**src/rtl/bsg_manycore_bank_arb_pkg.sv**
```systemverilog
// Width helpers shared by the bank arbiter and its per-bank picker.
package bsg_manycore_bank_arb_pkg;

  // Bank index register width; never zero so a single-bank build still has a field.
  function automatic int unsigned lg_banks(input int unsigned num_banks);
    return (num_banks > 1) ? $clog2(num_banks) : 1;
  endfunction

  // Address bits consumed by bank select (zero for a single bank).
  function automatic int unsigned bank_sel_width(input int unsigned num_banks);
    return (num_banks > 1) ? $clog2(num_banks) : 0;
  endfunction

  // One byte-enable bit per byte of the data word.
  function automatic int unsigned mask_width(input int unsigned data_width);
    return data_width / 8;
  endfunction

  // Starvation counter width, wide enough to hold the saturation value.
  function automatic int unsigned wait_width(input int unsigned starve_limit);
    return $clog2(starve_limit + 1);
  endfunction

endpackage

```
**src/rtl/bsg_manycore_bank_arb_pick.sv**
```systemverilog
// Per-bank grant picker: urgent candidates first, then highest index wins.
module bsg_manycore_bank_arb_pick #(
  parameter int unsigned num_ports_p = 3
) (
  input  logic [num_ports_p-1:0] i_cand,
  input  logic [num_ports_p-1:0] i_urgent,
  output logic [num_ports_p-1:0] o_grant_c
);

  logic [num_ports_p-1:0] w_urg;
  logic [num_ports_p-1:0] w_pool;

  // Restrict to urgent candidates when any exist, then one-hot the top bit.
  always_comb begin
    w_urg     = i_cand & i_urgent;
    w_pool    = (|w_urg) ? w_urg : i_cand;
    o_grant_c = '0;
    for (int p = 0; p < int'(num_ports_p); p++) begin
      if (w_pool[p]) begin
        o_grant_c    = '0;
        o_grant_c[p] = 1'b1;
      end
    end
  end

endmodule

```
**src/rtl/bsg_manycore_bank_arbiter.sv**
```systemverilog
// Banked local-memory arbiter: steers requests to banks, ages starving
// requesters, and returns read data to the originating port one cycle later.
module bsg_manycore_bank_arbiter
  import bsg_manycore_bank_arb_pkg::*;
#(
  parameter int unsigned num_ports_p    = 3,
  parameter int unsigned num_banks_p    = 2,
  parameter int unsigned bank_size_p    = 1024,
  parameter int unsigned data_width_p   = 32,
  parameter int unsigned starve_limit_p = 4,
  localparam int unsigned lg_banks_lp        = lg_banks(num_banks_p),
  localparam int unsigned sel_width_lp       = bank_sel_width(num_banks_p),
  localparam int unsigned bank_addr_width_lp = $clog2(bank_size_p),
  localparam int unsigned addr_width_lp      = bank_addr_width_lp + sel_width_lp,
  localparam int unsigned mask_width_lp      = mask_width(data_width_p),
  localparam int unsigned wait_width_lp      = wait_width(starve_limit_p)
) (
  input  logic                                             clk_i,
  input  logic                                             reset_n_i,
  input  logic [num_ports_p-1:0]                           v_i,
  input  logic [num_ports_p-1:0]                           w_i,
  input  logic [num_ports_p-1:0][addr_width_lp-1:0]        addr_i,
  input  logic [num_ports_p-1:0][data_width_p-1:0]         data_i,
  input  logic [num_ports_p-1:0][mask_width_lp-1:0]        mask_i,
  output logic [num_ports_p-1:0]                           yumi_o,
  output logic [num_ports_p-1:0]                           v_o,
  output logic [num_ports_p-1:0][data_width_p-1:0]         data_o,
  output logic [num_banks_p-1:0]                           bank_v_o,
  output logic [num_banks_p-1:0]                           bank_w_o,
  output logic [num_banks_p-1:0][bank_addr_width_lp-1:0]   bank_addr_o,
  output logic [num_banks_p-1:0][data_width_p-1:0]         bank_data_o,
  output logic [num_banks_p-1:0][mask_width_lp-1:0]        bank_mask_o,
  input  logic [num_banks_p-1:0][data_width_p-1:0]         bank_data_i
);

  localparam logic [wait_width_lp-1:0] limit_lp = wait_width_lp'(starve_limit_p);

  logic [num_ports_p-1:0][wait_width_lp-1:0]      r_wait;
  logic [num_ports_p-1:0]                         r_rd_v;
  logic [num_ports_p-1:0][lg_banks_lp-1:0]        r_rd_bank;

  logic [num_ports_p-1:0][lg_banks_lp-1:0]        w_bank_sel;
  logic [num_ports_p-1:0][bank_addr_width_lp-1:0] w_bank_local;
  logic [num_ports_p-1:0]                         w_urgent;
  logic [num_banks_p-1:0][num_ports_p-1:0]        w_cand;
  logic [num_banks_p-1:0][num_ports_p-1:0]        w_grant;
  logic [num_ports_p-1:0]                         w_yumi;

  // Split each address into bank select (low bits) and bank-local word address.
  for (genvar p = 0; p < num_ports_p; p++) begin : g_addr
    if (num_banks_p > 1) begin : g_multi
      assign w_bank_sel[p]   = lg_banks_lp'(addr_i[p][sel_width_lp-1:0]);
      assign w_bank_local[p] = addr_i[p][addr_width_lp-1:sel_width_lp];
    end else begin : g_single
      assign w_bank_sel[p]   = '0;
      assign w_bank_local[p] = addr_i[p];
    end
    assign w_urgent[p] = (r_wait[p] == limit_lp);
  end

  // Candidate matrix: valid ports whose bank select matches each bank.
  always_comb begin
    w_cand = '0;
    for (int b = 0; b < int'(num_banks_p); b++) begin
      for (int p = 0; p < int'(num_ports_p); p++) begin
        w_cand[b][p] = v_i[p] && (w_bank_sel[p] == lg_banks_lp'(b));
      end
    end
  end

  for (genvar b = 0; b < num_banks_p; b++) begin : g_bank
    bsg_manycore_bank_arb_pick #(
      .num_ports_p(num_ports_p)
    ) u_pick (
      .i_cand    (w_cand[b]),
      .i_urgent  (w_urgent),
      .o_grant_c (w_grant[b])
    );
  end

  // Merge per-bank grants into per-port accepts; everything quiet under reset.
  always_comb begin
    w_yumi = '0;
    for (int b = 0; b < int'(num_banks_p); b++) begin
      w_yumi = w_yumi | w_grant[b];
    end
    yumi_o = w_yumi & {num_ports_p{reset_n_i}};
  end

  // Drive each bank from its winner; idle banks drive zeros.
  always_comb begin
    bank_v_o    = '0;
    bank_w_o    = '0;
    bank_addr_o = '0;
    bank_data_o = '0;
    bank_mask_o = '0;
    for (int b = 0; b < int'(num_banks_p); b++) begin
      for (int p = 0; p < int'(num_ports_p); p++) begin
        if (w_grant[b][p] && reset_n_i) begin
          bank_v_o[b]    = 1'b1;
          bank_w_o[b]    = w_i[p];
          bank_addr_o[b] = w_bank_local[p];
          bank_data_o[b] = data_i[p];
          bank_mask_o[b] = mask_i[p];
        end
      end
    end
  end

  // Starvation aging: count denied cycles, saturate, clear on grant or idle.
  always_ff @(posedge clk_i or negedge reset_n_i) begin
    if (!reset_n_i) begin
      r_wait <= '0;
    end else begin
      for (int p = 0; p < int'(num_ports_p); p++) begin
        if (!v_i[p] || w_yumi[p]) begin
          r_wait[p] <= '0;
        end else if (r_wait[p] != limit_lp) begin
          r_wait[p] <= r_wait[p] + wait_width_lp'(1);
        end
      end
    end
  end

  // Read return pipeline: remember which bank a granted read went to.
  always_ff @(posedge clk_i or negedge reset_n_i) begin
    if (!reset_n_i) begin
      r_rd_v    <= '0;
      r_rd_bank <= '0;
    end else begin
      for (int p = 0; p < int'(num_ports_p); p++) begin
        r_rd_v[p] <= w_yumi[p] && !w_i[p];
        if (w_yumi[p] && !w_i[p]) begin
          r_rd_bank[p] <= w_bank_sel[p];
        end
      end
    end
  end

  // Steer bank read data back to the requesting port.
  always_comb begin
    v_o = r_rd_v & {num_ports_p{reset_n_i}};
    for (int p = 0; p < int'(num_ports_p); p++) begin
      data_o[p] = bank_data_i[r_rd_bank[p]];
    end
  end

endmodule

```
**config.mk**
```make
export PLATFORM = sky130hd
export DESIGN_NAME = bsg_manycore_bank_arbiter
export DESIGN_NICKNAME = d
export VERILOG_FILES = /design/src/rtl/bsg_manycore_bank_arb_pkg.sv /design/src/rtl/bsg_manycore_bank_arb_pick.sv /design/src/rtl/bsg_manycore_bank_arbiter.sv
export SDC_FILE = /design/constraint.sdc
export NUM_CORES = 1
export LEC_CHECK = 0
export ABC_AREA = 1
export BUFFER_PORTS_ARGS = -buffer_cell sky130_fd_sc_hd__buf_2
export CAP_MARGIN = 20
export CORE_AREA = 4 4 159 161
export DETAILED_ROUTE_END_ITERATION = 8
export DIE_AREA = 0 0 163 165
export PLACE_DENSITY = 0.54
export SYNTH_ARGS = -nofsm -noshare
export SYNTH_HDL_FRONTEND = slang
export SYNTH_HIERARCHICAL = 1
export SYNTH_SLANG_ARGS = --single-unit
```
**constraint.sdc**
```tcl
create_clock -name clk_i -period 2.45 [get_ports clk_i]
set_input_delay 0 -clock clk_i [delete_from_list [all_inputs] [get_ports clk_i]]
set_output_delay 0 -clock clk_i [all_outputs]
set_load 0.1 [all_outputs]
```
==> qor.csv <==
stage,metric,value,unit
synth,avgSynthCellArea,4.398,µm²
power,combPwrFrac,89.3,%
synth,ys_types,15,
route,vias_per_cell,4.636,
floorplanning,die-area,0.02690,mm²
synth,synth-seq-cells,15,
finish,final_common_cell,nand2_1,
synth,ys_seq_area_share,7.661,%
sta,hold_viol,0,
synth,muxShareOfSynthArea,0,%
worst_setup_path,worst_setup_path_end_kind,output pin,
synth,synth_compound_area_share,10.73,%
clocking,insertion_delay,0.25,ns
power,power_frac_seq,5.5,%
clocking,root_buffer,clkbuf_16,
floorplanning,start_util,20.45,%
finish,layout.cells.non_filler,1838,
route,antenna_left,0,
placed_design,placed_area,0.009487,mm²
route,drt-initial-drc-count,452,
finish,multi_input_area,0.005031,mm²
floorplanning,core,0.02396,mm²
sta,relSlewSlack,47.56,%
route,drc_errors,0,
finish,area_growth,115.7,%
worst_setup_path,timing.critical_path.buf_inv,5,
sta,setup-violations-final,0,
worst_setup_path,path_cells,inv_2 > ha_4 > nand2_4 > inv_6 > buf_6 > nor2_2 > nor2_1 > nand3_1 > nor2_4 > nand2_8 > clkbuf_16 > nor2_4 > nor2_2 > nor2_2 > buf_12,
finish,fill_cells,2553,
clocking,clock_path_buffers,2,
grt,overflow,0,
worst_setup_path,cp-start-kind,flop,
finish,regArea,379.1,µm²
worst_setup_path,crit_family,simple AND/OR/NAND/NOR gates,
route,drt_wl_total,32.28,mm
floorplanning,rows,57,
worst_setup_path,worst_ep_arrival_time,2.41,ns
route,vias,8521,
synth,synth_nets,1333,
sta,timing.final.crit_share,98.55,%
finish,final_util,44.11,%
placed_design,numPortBuffers,410,
grt,grt_pass1_wl,44.02,mm
synth,post_synth_fa_ha_maj_area_fraction,1.532,%
power,power.leakage,5.582,nW
placed_design,placed_cells,1797,
synth,synth_top_family_by_area,simple AND/OR/NAND/NOR gates,
worst_setup_path,required,2.45,ns
job,maxCapViolCount,0,
synth,synth_simple_gate_area_share,67.54,%
floorplanning,pin_count,411,
power,netSwitchingPower,4.530,mW
route,routed.top_layer,met5,
grt,antenna_found_initial,8,
clocking,clock-sinks,15,
worst_setup_path,cp_common_cell,nor2_2,
sta,drv_slew,0,
placed_design,hpwl,24.12,mm
synth,synth_xor_area_share,0,%
worst_setup_path,cp_max_fo,8,
sta,worst_pin_slew,0.7866,ns
finish,design_area,0.01057,mm²
sta,grt_setup_unrepaired,true,
sta,period_minus_slack,2.415,ns
route,wl_met2,16.47,mm
route,met1_length,12.00,mm
clocking,clk_pin_slew,0.05,ns
floorplanning,die_y,165,µm
finish,drive_above_1_share,46.58,%
synth,ys_warn_count,6,
worst_setup_path,cpMaxStageDelayCell,dfrtp_1,
outcome,status,finished clean,
placed_design,place_ws,0.09454,ns
grt,grt_max_degree,66,
power,irDropWorstVdd,0.0007286,V
clocking,cts-buffers-inserted,3,
finish,final_cell_mix,"nand2_1, buf_2, nor2_1, buf_12",
synth,syn-instance-count,1114,
sta,worst_slack,0.03547,ns
power,switching_share,71.98,%
floorplanning,dieWidth,163,µm
clocking,h-tree-depth,1,
route,routedWlPerCell,17.56,µm
route,drt_first_pass_iters,5,
clocking,tritoncts,built,
sta,skew,0.0009855,ns
sta,timing.fmax,0.4142,GHz
worst_setup_path,cpPeakStageDelay,0.40,ns
worst_setup_path,crit_type,reg2out,
grt,grt_use_total,20.36,%
power,p_int,1.763,mW
finish,nNetsFinal,1727,
grt,grt_pass1_vias,7990,
placed_design,gp_congestion,0.8887,
power,p_clk_share,5.1,%
power,powerDensity,595.4,mW/mm²
worst_hold_path,holdCritPathClass,in2reg,
synth,syn-cell-area,0.004900,mm²
route,dr_wl_met3,2.953,mm
==> synthesized netlist by cell type <==
library cell / n / area, µm²
nor3_1: 2 / 10.01
ha_1: 6 / 75.07
nand2_2: 5 / 31.28
inv_1: 66 / 247.7
nand3_1: 103 / 515.5
clkbuf_1: 38 / 142.6
dfrtp_1: 15 / 375.4
o21ai_0: 96 / 480.5
buf_2: 35 / 175.2
nand2_1: 339 / 1272
buf_1: 5 / 18.77
nor2_1: 389 / 1460
buf_4: 4 / 30.03
nand3_2: 2 / 20.02
a21oi_1: 9 / 45.04
==> per-layer routing <==
layer,vias to the layer above,global-route usage [%]
li1,4225,-
met1,3870,22.74
met2,375,37.40
met3,45,6.039
met4,6,5.909
met5,-,0
==> sequential cells by signal (all words and copies together) (netlist names) <==
| signal | count |
|---|---|
| r_rd_bank | 3 |
| r_rd_v | 3 |
| r_wait | 9 |
==> through the flow <==
step | total power, mW | hold WS (ns) | TNS (ns)
floorplan | 4.392 | -0.2956 | -19.92
global placement | 5.793 | -0.03969 | 0
detailed placement | 5.802 | -0.03918 | 0
CTS | 6.153 | 0.0003869 | 0
global route | 6.530 | 0.01194 | -3.198
finish | 6.293 | 0.002006 | 0
==> final cells by class <==
type,count,area share [%]
Multi-Input combinational cell,951,47.60
Timing Repair Buffer,471,41.57
Tap cell,324,3.835
Sequential cell,15,3.587
Inverter,66,2.486
Clock buffer,3,0.7102
Antenna cell,7,0.1657
Clock inverter,1,0.04735
==> worst reg2reg max path, delay by kind of cell (launching register included) <==
family	cells	cell delay, ns
AOI/OAI and AO/OA	1	0.04
buffers and inverters	5	0.55
adders and majority gates	1	0.17
DFF	1	0.38
and+or+nand+nor	6	0.74
==> final timing paths <==
| check | end | from | slack, ns | cells after the start |
|---|---|---|---|---|
| setup / recovery | bank_data_o[33] | r_wait[0] | 0.04 | 15 |
| min in group asynchronous | r_wait[7] | reset_n_i | 0.26 | 2 |
| max in group asynchronous | r_wait[5] | reset_n_i | 1.60 | 3 |
| setup reg to reg | r_wait[5] | r_wait[0] | 0.49 | 13 |
| hold reg to reg | r_wait[1] | r_wait[1] | 0.56 | 2 |
| hold / removal | r_rd_bank[1] | addr_i[11] | 0.002 | 3 |
==> power groups by stage <==
stage          Sequential (mW)  Combinational [mW]  Clock (mW)
3_5_place_dp             0.350                5.45           0
3_3_place_gp             0.348                5.45           0
6_report                 0.348                5.62       0.323
4_1_cts                  0.346                5.47       0.333
2_1_floorplan            0.285                4.11           0
5_1_grt                  0.356                5.84       0.338
==> repair_timing <==
item	4_1_cts	5_1_grt
endpoints found under the hold margin	14	0
gates cloned	0	11
buffers inserted	1	17
pin swaps	1	31
hold buffers	1	0
endpoints found under the setup margin	94	99
gates resized for setup	22	157
==> kinds of logic (layout without fill, tap and decap cells) <==
kind of cell    Yosys count  after routing
other cells               0              7
buf+inv                 148            541
fa+ha+maj                 6              6
compound gates          105            105
simple gates            840            840
flops                    15             15
Note: power is estimated with default switching activity, not from simulation.
